[config.mk]
export PLATFORM = sky130hd
export DESIGN_NAME = chunked_adder_hex_flat
export DESIGN_NICKNAME = d
export VERILOG_FILES = /design/src/rtl/chunked_adder_hex_pkg.sv /design/src/rtl/chunked_adder_hex_if.sv /design/src/rtl/chunked_adder_hex_hex7seg.sv /design/src/rtl/chunked_adder_hex.sv /design/src/flat_wrapper.sv
export SDC_FILE = /design/constraint.sdc
export NUM_CORES = 1
export LEC_CHECK = 0
export CORE_MARGIN = 10
export CORE_UTILIZATION = 55
export CTS_CLUSTER_SIZE = 10
export DETAILED_ROUTE_END_ITERATION = 12
export GPL_TIMING_DRIVEN = 0
export PLACE_DENSITY = 0.95
export SETUP_SLACK_MARGIN = 0.05
export SYNTH_ARGS = -nofsm -noshare
export SYNTH_HDL_FRONTEND = slang
export SYNTH_SLANG_ARGS = --single-unit
[constraint.sdc]
create_clock -name clk -period 5.05 [get_ports clk]
set_clock_uncertainty 0.2 [all_clocks]
set_input_delay 1.515 -clock clk [delete_from_list [all_inputs] [get_ports clk]]
set_output_delay 1.515 -clock clk [all_outputs]
set_load 0.05 [all_outputs]
[src/rtl/chunked_adder_hex_pkg.sv]
// Shared types and seven-segment tables for the chunked hex adder.
package adder_pkg;

  typedef enum logic [1:0] {IDLE, RUN, DONE} state_t;

  // Active-low {g,f,e,d,c,b,a} patterns for hex digits 0-F.
  localparam logic [6:0] SEG_N [16] = '{
    7'b1000000, 7'b1111001, 7'b0100100, 7'b0110000,
    7'b0011001, 7'b0010010, 7'b0000010, 7'b1111000,
    7'b0000000, 7'b0010000, 7'b0001000, 7'b0000011,
    7'b1000110, 7'b0100001, 7'b0000110, 7'b0001110
  };

  localparam logic [6:0] SEG_BLANK = 7'b1111111;

endpackage

[src/rtl/chunked_adder_hex_if.sv]
// Operand/result bus of the chunked adder; master drives operands, slave returns the sum.
interface chunked_adder_hex_if #(
  parameter int WIDTH = 16
);
  localparam int NDIG = (WIDTH + 4) / 4;

  logic                  start;
  logic [WIDTH-1:0]      a;
  logic [WIDTH-1:0]      b;
  logic                  cin;
  logic                  acc_mode;
  logic                  busy;
  logic                  done;
  logic [WIDTH:0]        sum;
  logic [WIDTH:0]        LEDR;
  logic [7*NDIG-1:0]     hex_n;

  modport master (
    output start, a, b, cin, acc_mode,
    input  busy, done, sum, LEDR, hex_n
  );

  modport slave (
    input  start, a, b, cin, acc_mode,
    output busy, done, sum, LEDR, hex_n
  );
endinterface

[src/rtl/chunked_adder_hex_hex7seg.sv]
// Single hex digit to active-low seven-segment decoder.
module hex7seg
  import adder_pkg::*;
(
  input  logic [3:0] i_nib,
  output logic [6:0] o_seg
);
  assign o_seg = SEG_N[i_nib];
endmodule

[src/rtl/chunked_adder_hex.sv]
// Sequential adder, CHUNK bits per clock, with LED and hex display of the registered sum.
// Optional accumulator operand enabled by defining ADDER_ACCUM_EN.
module chunked_adder_hex
  import adder_pkg::*;
#(
  parameter int WIDTH = 16,
  parameter int CHUNK = 4
) (
  input  logic                clk,
  input  logic                rst,
  chunked_adder_hex_if.slave  bus
);
  localparam int NCHUNK = WIDTH / CHUNK;
  localparam int NDIG   = (WIDTH + 4) / 4;
  localparam int IDXW   = (NCHUNK > 1) ? $clog2(NCHUNK) : 1;

  generate
    if (WIDTH % CHUNK != 0) begin : g_bad_chunk
      $error("chunked_adder_hex: WIDTH must be a multiple of CHUNK");
    end
  endgenerate

  state_t            r_state, w_next;
  logic [WIDTH-1:0]  r_opa, r_opb, r_res, w_res_next, w_opa_src;
  logic              r_carry;
  logic [IDXW-1:0]   r_idx;
  logic [WIDTH:0]    r_sum;
  logic [CHUNK:0]    w_add;
  logic              w_last, w_busy, w_done;

`ifdef ADDER_ACCUM_EN
  logic [WIDTH-1:0]  r_acc;

  assign w_opa_src = bus.acc_mode ? r_acc : bus.a;

  always_ff @(posedge clk or posedge rst) begin
    if (rst)
      r_acc <= '0;
    else if (r_state == RUN && w_last)
      r_acc <= w_res_next;
  end
`else
  logic w_unused_acc_mode;

  assign w_unused_acc_mode = bus.acc_mode;
  assign w_opa_src         = bus.a;
`endif

  assign w_add  = {1'b0, r_opa[r_idx*CHUNK +: CHUNK]}
                + {1'b0, r_opb[r_idx*CHUNK +: CHUNK]}
                + {{CHUNK{1'b0}}, r_carry};
  assign w_last = (r_idx == IDXW'(NCHUNK - 1));

  always_comb begin
    w_res_next = r_res;
    w_res_next[r_idx*CHUNK +: CHUNK] = w_add[CHUNK-1:0];
  end

  always_ff @(posedge clk or posedge rst) begin
    if (rst) r_state <= IDLE;
    else     r_state <= w_next;
  end

  always_comb begin
    w_next = r_state;
    case (r_state)
      IDLE:    if (bus.start) w_next = RUN;
      RUN:     if (w_last)    w_next = DONE;
      DONE:                   w_next = IDLE;
      default:                w_next = IDLE;
    endcase
  end

  always_comb begin
    w_busy = 1'b0;
    w_done = 1'b0;
    case (r_state)
      RUN:  w_busy = 1'b1;
      DONE: begin
        w_busy = 1'b1;
        w_done = 1'b1;
      end
      default: ;
    endcase
  end

  // The sum is committed on the final chunk so it is already valid while done is high.
  always_ff @(posedge clk or posedge rst) begin
    if (rst) begin
      r_opa   <= '0;
      r_opb   <= '0;
      r_res   <= '0;
      r_carry <= 1'b0;
      r_idx   <= '0;
      r_sum   <= '0;
    end else begin
      case (r_state)
        IDLE: if (bus.start) begin
          r_opa   <= w_opa_src;
          r_opb   <= bus.b;
          r_carry <= bus.cin;
          r_idx   <= '0;
        end
        RUN: begin
          r_res   <= w_res_next;
          r_carry <= w_add[CHUNK];
          r_idx   <= r_idx + IDXW'(1);
          if (w_last) r_sum <= {w_add[CHUNK], w_res_next};
        end
        default: ;
      endcase
    end
  end

  logic [NDIG*4-1:0] w_nibs;
  assign w_nibs = (NDIG*4)'(r_sum);

  generate
    for (genvar gi = 0; gi < NDIG; gi++) begin : g_dig
      hex7seg u_hex (
        .i_nib (w_nibs[4*gi +: 4]),
        .o_seg (bus.hex_n[7*gi +: 7])
      );
    end
  endgenerate

  assign bus.busy = w_busy;
  assign bus.done = w_done;
  assign bus.sum  = r_sum;
  assign bus.LEDR = r_sum;

endmodule

[src/flat_wrapper.sv]
// flat-port wrapper written by rule: the top's interface ports become plain ports
module chunked_adder_hex_flat import adder_pkg::*;
#(
  parameter int WIDTH = 16,
  parameter int CHUNK = 4
)
  (clk, rst, bus_start, bus_a, bus_b, bus_cin, bus_acc_mode, bus_busy, bus_done, bus_sum, bus_LEDR, bus_hex_n);
  chunked_adder_hex_if #(.WIDTH(WIDTH)) bus_i ();
  input  logic clk;
  input  logic rst;
  input wire logic [$bits(bus_i.start)-1:0] bus_start;
  input wire logic [$bits(bus_i.a)-1:0] bus_a;
  input wire logic [$bits(bus_i.b)-1:0] bus_b;
  input wire logic [$bits(bus_i.cin)-1:0] bus_cin;
  input wire logic [$bits(bus_i.acc_mode)-1:0] bus_acc_mode;
  output wire logic [$bits(bus_i.busy)-1:0] bus_busy;
  output wire logic [$bits(bus_i.done)-1:0] bus_done;
  output wire logic [$bits(bus_i.sum)-1:0] bus_sum;
  output wire logic [$bits(bus_i.LEDR)-1:0] bus_LEDR;
  output wire logic [$bits(bus_i.hex_n)-1:0] bus_hex_n;
  assign bus_i.start = bus_start;
  assign bus_i.a = bus_a;
  assign bus_i.b = bus_b;
  assign bus_i.cin = bus_cin;
  assign bus_i.acc_mode = bus_acc_mode;
  assign bus_busy = bus_i.busy;
  assign bus_done = bus_i.done;
  assign bus_sum = bus_i.sum;
  assign bus_LEDR = bus_i.LEDR;
  assign bus_hex_n = bus_i.hex_n;
  chunked_adder_hex #(.WIDTH(WIDTH), .CHUNK(CHUNK)) u_core (.clk(clk), .rst(rst), .bus(bus_i));
endmodule
==> results of run 1 <==
-- metrics by stage --
stage	std cells	setup WS [ns]	hold slack, ns	util
3_3_place_gp	627	0.545	0.272	0.709
6_report	644	0.684	0.297	0.737
5_1_grt	644	0.523	0.327	0.737
4_1_cts	644	0.670	0.298	0.737
3_5_place_dp	628	1.06	0.281	0.712
2_1_floorplan	419	1.10	0.250	-
-- per-layer routing --
layer / vias up / GRT usage / wire length (um)
met5: - / 0 / 0
met4: 0 / 0.0745 / 250
met3: 28 / 0.0634 / 885
met2: 150 / 0.306 / 5920
met1: 1801 / 0.196 / 4360
li1: 1732 / - / -
-- cells in the mapped netlist, types with 11 or more instances --
library cell  number  area share
a21oi_1           25       0.027
mux4_2            11       0.053
a221oi_1          11       0.021
a32o_1            17       0.036
ha_1              36       0.097
inv_1             24       0.019
dfrtp_1           70        0.38
mux2i_1           17       0.036
buf_2             11       0.012
nand2_1           17       0.014
buf_4             33       0.053
nor2_1            24       0.019
o21ai_0           11       0.012
mux2_2            36       0.087
-- final timing paths --
path                       slack (ns)                  end  depth (start not counted)                 from
max in group asynchronous        2.65      u_core.r_res[8]                          3                  rst
min                              0.30      u_core.r_res[3]                          2      u_core.r_res[3]
min reg2reg                      0.30      u_core.r_res[3]                          2      u_core.r_res[3]
max                              0.68        bus_hex_n[21]                          6  u_core.bus.LEDR[13]
max reg2reg                      1.49  u_core.bus.LEDR[14]                          7      u_core.r_idx[0]
min in group asynchronous        1.37     u_core.r_opb[12]                          2                  rst
-- area by class of cell --
type / instances / area, um^2 / share of cell area
sequential: 70 / 1750 / 0.289
timing repair buffer: 104 / 1050 / 0.174
clock buffer: 9 / 124 / 0.0205
multi-input combinational: 273 / 2480 / 0.409
clock inverter: 7 / 80.1 / 0.0132
inverter: 24 / 90.1 / 0.0149
buffer: 52 / 348 / 0.0575
tap: 105 / 131 / 0.0217
-- kinds of logic (layout without fill, tap and decap cells) --
| group | count (synthesis) | in the layout | synth area share |
|---|---|---|---|
| AO/OA/AOI/OAI | 88 | 88 | 0.143 |
| XOR/XNOR | 1 | 1 | 0.00188 |
| adder cells (fa/ha/maj) | 38 | 38 | 0.105 |
| buffers and inverters | 76 | 196 | 0.0939 |
| flip-flops | 70 | 70 | 0.376 |
| multiplexers | 65 | 65 | 0.182 |
| other | 2 | 3 | 0.00161 |
| AND/OR/NAND/NOR | 78 | 78 | 0.0966 |
-- critical path, delay by kind of cell (launching register included) --
| family | cells | cell delay (ns) |
|---|---|---|
| buf+inv | 2 | 1.02 |
| simple gates | 2 | 0.45 |
| compound gates | 1 | 0.08 |
| fa+ha+maj | 1 | 0.28 |
| flops | 1 | 0.45 |
-- registers in the layout, summed over array words and instances, names as in the netlist --
signal           count
u_core.bus.LEDR     17
u_core.r_res        16
u_core.r_state       2
u_core.r_opb        16
u_core.r_opa        16
u_core.r_carry       1
u_core.r_idx         2
==> impl_results.md, run 1 <==
- Slowest stage delay, CP: 0.84 ns
- Port-buffer cells: 103
- Detailed Place HPWL: 8850 um
- Worst EP arrival: 2.65 ns
- Type of the worst min-delay path: reg2reg
- Status: complete, no violations
- Vias in the first global route: 3,940
- Area after DPL: 5850 um^2
- Worst-path fanout max: 7
- Post-CTS Resized: 0
- Rows: 33
- Routed vias: 3,711
- Total gr overflow: 0
- Min Tclk post-route: 4.37 ns
- N_diodes: 0
- Most frequent cells in the layout: clkdlybuf4s50_1, dfrtp_1, mux2_2, ha_1, buf_4
- CTS clk-pin slew, worst paths: 0.08 ns
- Share of the clock period used by the worst path: 0.865
- Ys flop type: dfrtp_1
- Layout cell share with drive strength beyond 1: 0.221
- Max-cap violations: 0
- Core area: 8220 um^2
- CP Data Required Time: 3.34 ns
- Die width: 112 um
- CTS H-tree depth: 3
- Netlist cell types: 39
- Final Routed Wirelength: 11,400 um
- Synth Warn #: 0
- Critical path cell sequence: inv_1, ha_1, nor2b_1, or3b_1, o21ai_0, clkdlybuf4s50_1
- Synth Register Bits: 70
- Final instance area: 6050 um^2
- Postcts setup bufs: 0
- I/O pin count: 108
- Cell Area, Synth: 4660 um^2
- Fill cells: 556
- Final nets: 609
- Area grow syn2layout: 29.8%
- Commonest non-fill, non-tap cell in the layout: clkdlybuf4s50_1
- DR WL/cell: 17.7 um
- Detail Route Antenna Nets: 0
- Pre-antenna DRT Iters: 5
- Total track usage: 0.178
- Pin count of the biggest net entering global routing: 41
- Crit path capture type: output pin
- Worst-skew pair later-pin latency: 0.36 ns
- CTS Buf Count: 9
- Sequential fraction of the synthesis area: 0.376
- Mean Syn Cell Area: 11.2 um^2
- Final routed DRC violation total: 0
- Total negative slack: 0 ns
- Final Slew Violations: 0
- Startpoint types: flop
- First-pass GRT wire length: 19,100 um
- Count of hold-fix buffers inserted at cts: 0
- CTS sink cnt: 70
- Initial core utilization: 0.567
- TritonCTS clock tree: yes
- Slew headroom: 0.474
- Area of the die: 12,600 um^2
- F_max: 229 MHz
- Ys async rst share: 1.00
- Gate Count Post-Synth: 418
- GPL Wtd Cong: 0.866
- Clock Path Buffers: 2
- Count of final hold-check violations: 0
- Worst path slowest cell: clkdlybuf4s50_1
- Unrepaired setup endpoints after global routing: no
- CTS Root Buffer Type: clkbuf_8
- Post-synth EDFFs: 0
- Endpoints failing setup: 0
- Antenna violations before repair: 0
- Critical path class: reg2out
- Die Ht: 112 um
- Worst-Margin Slew: 0.786 ns
- DR vias/cell: 5.76
- Initial drt markers: 216
Power of run 1 is left out: the tool's default activity adds up to more than one toggle a clock period on the data nets, which glitch-free logic cannot reach.
==> inputs of run 2 (changes only) <==
Settings changed: REMOVE_ABC_BUFFERS set to 1, TNS_END_PERCENT set to 1.
==> impl_results.md, run 2 (same netlist as run 1, synthesis figures left out) <==
- Status: complete, no violations (unchanged)
- RR Endpoint: u_core.bus.LEDR[6] (was u_core.bus.LEDR[14])
- Final Routed Wirelength: 10,500 um (was 11,400 um)
- Die Ht: 112 um (unchanged)
- Critical path class: reg2out (unchanged)
- TritonCTS clock tree: yes (unchanged)
- Detailed Place HPWL: 7890 um (was 8850 um)
- Count of final hold-check violations: 0 (unchanged)
- Initial core utilization: 0.567 (unchanged)
- Endpoints failing setup: 0 (unchanged)
- HP Start: u_core.r_res[12] (was u_core.r_res[3])
- Worst r2r path cells: 6 (was 7)
- Hold Path End: u_core.r_res[12] (was u_core.r_res[3])
- Total gr overflow: 0 (unchanged)
- Routed vias: 3,496 (was 3,711)
- CTS sink cnt: 70 (unchanged)
- Worst-path fanout max: 7 (unchanged)
- Port-buffer cells: 103 (unchanged)
- Reg-to-Reg Start: u_core.r_idx[0] (unchanged)
- Crit path capture type: output pin (unchanged)
- I/O pin count: 108 (unchanged)
- Worst EP arrival: 2.65 ns (about the same)
- Type of the worst min-delay path: reg2reg (unchanged)
- Antenna violations before repair: 0 (unchanged)
- CTS Root Buffer Type: clkbuf_8 (unchanged)
- Share of the clock period used by the worst path: 0.864 (was 0.865)
- Startpoint types: flop (unchanged)
- Slew headroom: 0.172 (was 0.474)
- Pre-antenna DRT Iters: 5 (unchanged)
- Worst-skew pair later-pin latency: 0.34 ns (was 0.36 ns)
- Postcts setup bufs: 0 (unchanged)
- Unrepaired setup endpoints after global routing: no (unchanged)
- Final routed DRC violation total: 0 (unchanged)
- Area grow syn2layout: 22.6% (was 29.8%)
- First-pass GRT wire length: 17,700 um (was 19,100 um)
- Die width: 112 um (unchanged)
- Total track usage: 0.164 (was 0.178)
- Detail Route Antenna Nets: 0 (unchanged)
- Worst-Margin Slew: 1.24 ns (was 0.786 ns)
- Max-cap violations: 0 (unchanged)
- Vias in the first global route: 3,591 (was 3,940)
- Layout cell share with drive strength beyond 1: 0.152 (was 0.221)
- Pin count of the biggest net entering global routing: 40 (was 41)
- Total negative slack: 0 ns (unchanged)
- Count of hold-fix buffers inserted at cts: 0 (unchanged)
- Clock Path Buffers: 2 (unchanged)
- Initial drt markers: 213 (was 216)
- CTS Buf Count: 9 (unchanged)
- Commonest non-fill, non-tap cell in the layout: clkdlybuf4s50_1 (unchanged)
- GPL Wtd Cong: 0.789 (was 0.866)
- DR vias/cell: 5.91 (was 5.76)
- Hold path cells: 1 (was 2)
- Post-CTS Resized: 0 (unchanged)
- CTS clk-pin slew, worst paths: 0.07 ns (was 0.08 ns)
- CP Data Required Time: 3.34 ns (about the same)
- Max reg flops: 17 (unchanged)
- Final Slew Violations: 0 (unchanged)
- CTS H-tree depth: 3 (unchanged)
- Final nets: 557 (was 609)
- F_max: 229 MHz (about the same)
- Most frequent cells in the layout: clkdlybuf4s50_1, dfrtp_1, mux2_2, ha_1, a21oi_1 (was clkdlybuf4s50_1, dfrtp_1, mux2_2, ha_1, buf_4)
- Area of the die: 12,600 um^2 (unchanged)
- DR WL/cell: 17.8 um (was 17.7 um)
- Core area: 8220 um^2 (unchanged)
- Worst R2R Setup Slack: 1.37 ns (was 1.49 ns)
- Rows: 33 (unchanged)
- Min Tclk post-route: 4.36 ns (was 4.37 ns)
- N_diodes: 0 (unchanged)
run 2: cell count changes in the layout (fill, tap and decap cells not counted), moves of 2 or more:
cell,delta
buf_2,-11
buf_4,-33
buf_6,-2
clkbuf_1,-6
clkbuf_8,+2
inv_6,-3
run 2: through the flow:
step                 util  std cells  hold WS (ns)  setup WS, ns  cell area (um^2)
finish              0.696        592         0.299         0.688              5720
global route        0.696        592         0.315         0.537              5720
CTS                 0.695        592         0.297         0.679              5710
detailed placement  0.669        576         0.282          1.06              5500
global placement    0.667        575         0.268         0.542              5480
floorplan               -        367         0.250         0.789              4320
run 2: worst max path at each step:
stage                  startpoint  slack [ns]  cells past startpoint          endpoint
2_1_floorplan  u_core.bus.LEDR[4]        0.79                      3     bus_hex_n[11]
5_1_grt        u_core.bus.LEDR[9]        0.54                      6     bus_hex_n[14]
3_5_place_dp   u_core.bus.LEDR[1]        1.06                      6      bus_hex_n[0]
6_report       u_core.bus.LEDR[1]        0.69                      6      bus_hex_n[0]
4_1_cts        u_core.bus.LEDR[1]        0.68                      6      bus_hex_n[0]
3_3_place_gp                  rst        0.54                      2  u_core.r_opa[11]
run 2: layout make-up:
class / count / area (um^2)
Clock buffer: 11 / 151
Clock inverter: 5 / 57.6
Fill cell: 581 / 2500
Inverter: 24 / 90.1
Multi-Input combinational cell: 273 / 2480
Sequential cell: 70 / 1750
Tap cell: 105 / 131
Timing Repair Buffer: 104 / 1050
run 2: critical path, stage by stage (launching register included):
cell and delay [ns]:
dfrtp_1 0.46, inv_1 0.18, ha_1 0.28, nor2b_1 0.08
or3b_1 0.38, o21ai_0 0.09, clkdlybuf4s50_1 0.83
run 2: layer usage:
metal | track usage | vias to the layer above | share of wire
met5 | 0 | - | 0
met4 | 0.0474 | 0 | 0.011
met3 | 0.0517 | 13 | 0.084
met2 | 0.289 | 131 | 0.51
met1 | 0.187 | 1721 | 0.39
li1 | - | 1631 | -
Power of run 2 is left out for the same reason.
==> inputs of run 3 (changes only) <==
Settings changed: GPL_ROUTABILITY_DRIVEN set to 0.
==> results of run 3 <==
Same layout as run 2: the final DEF is identical, and so are final timing and power.
Power of run 3 is left out for the same reason.
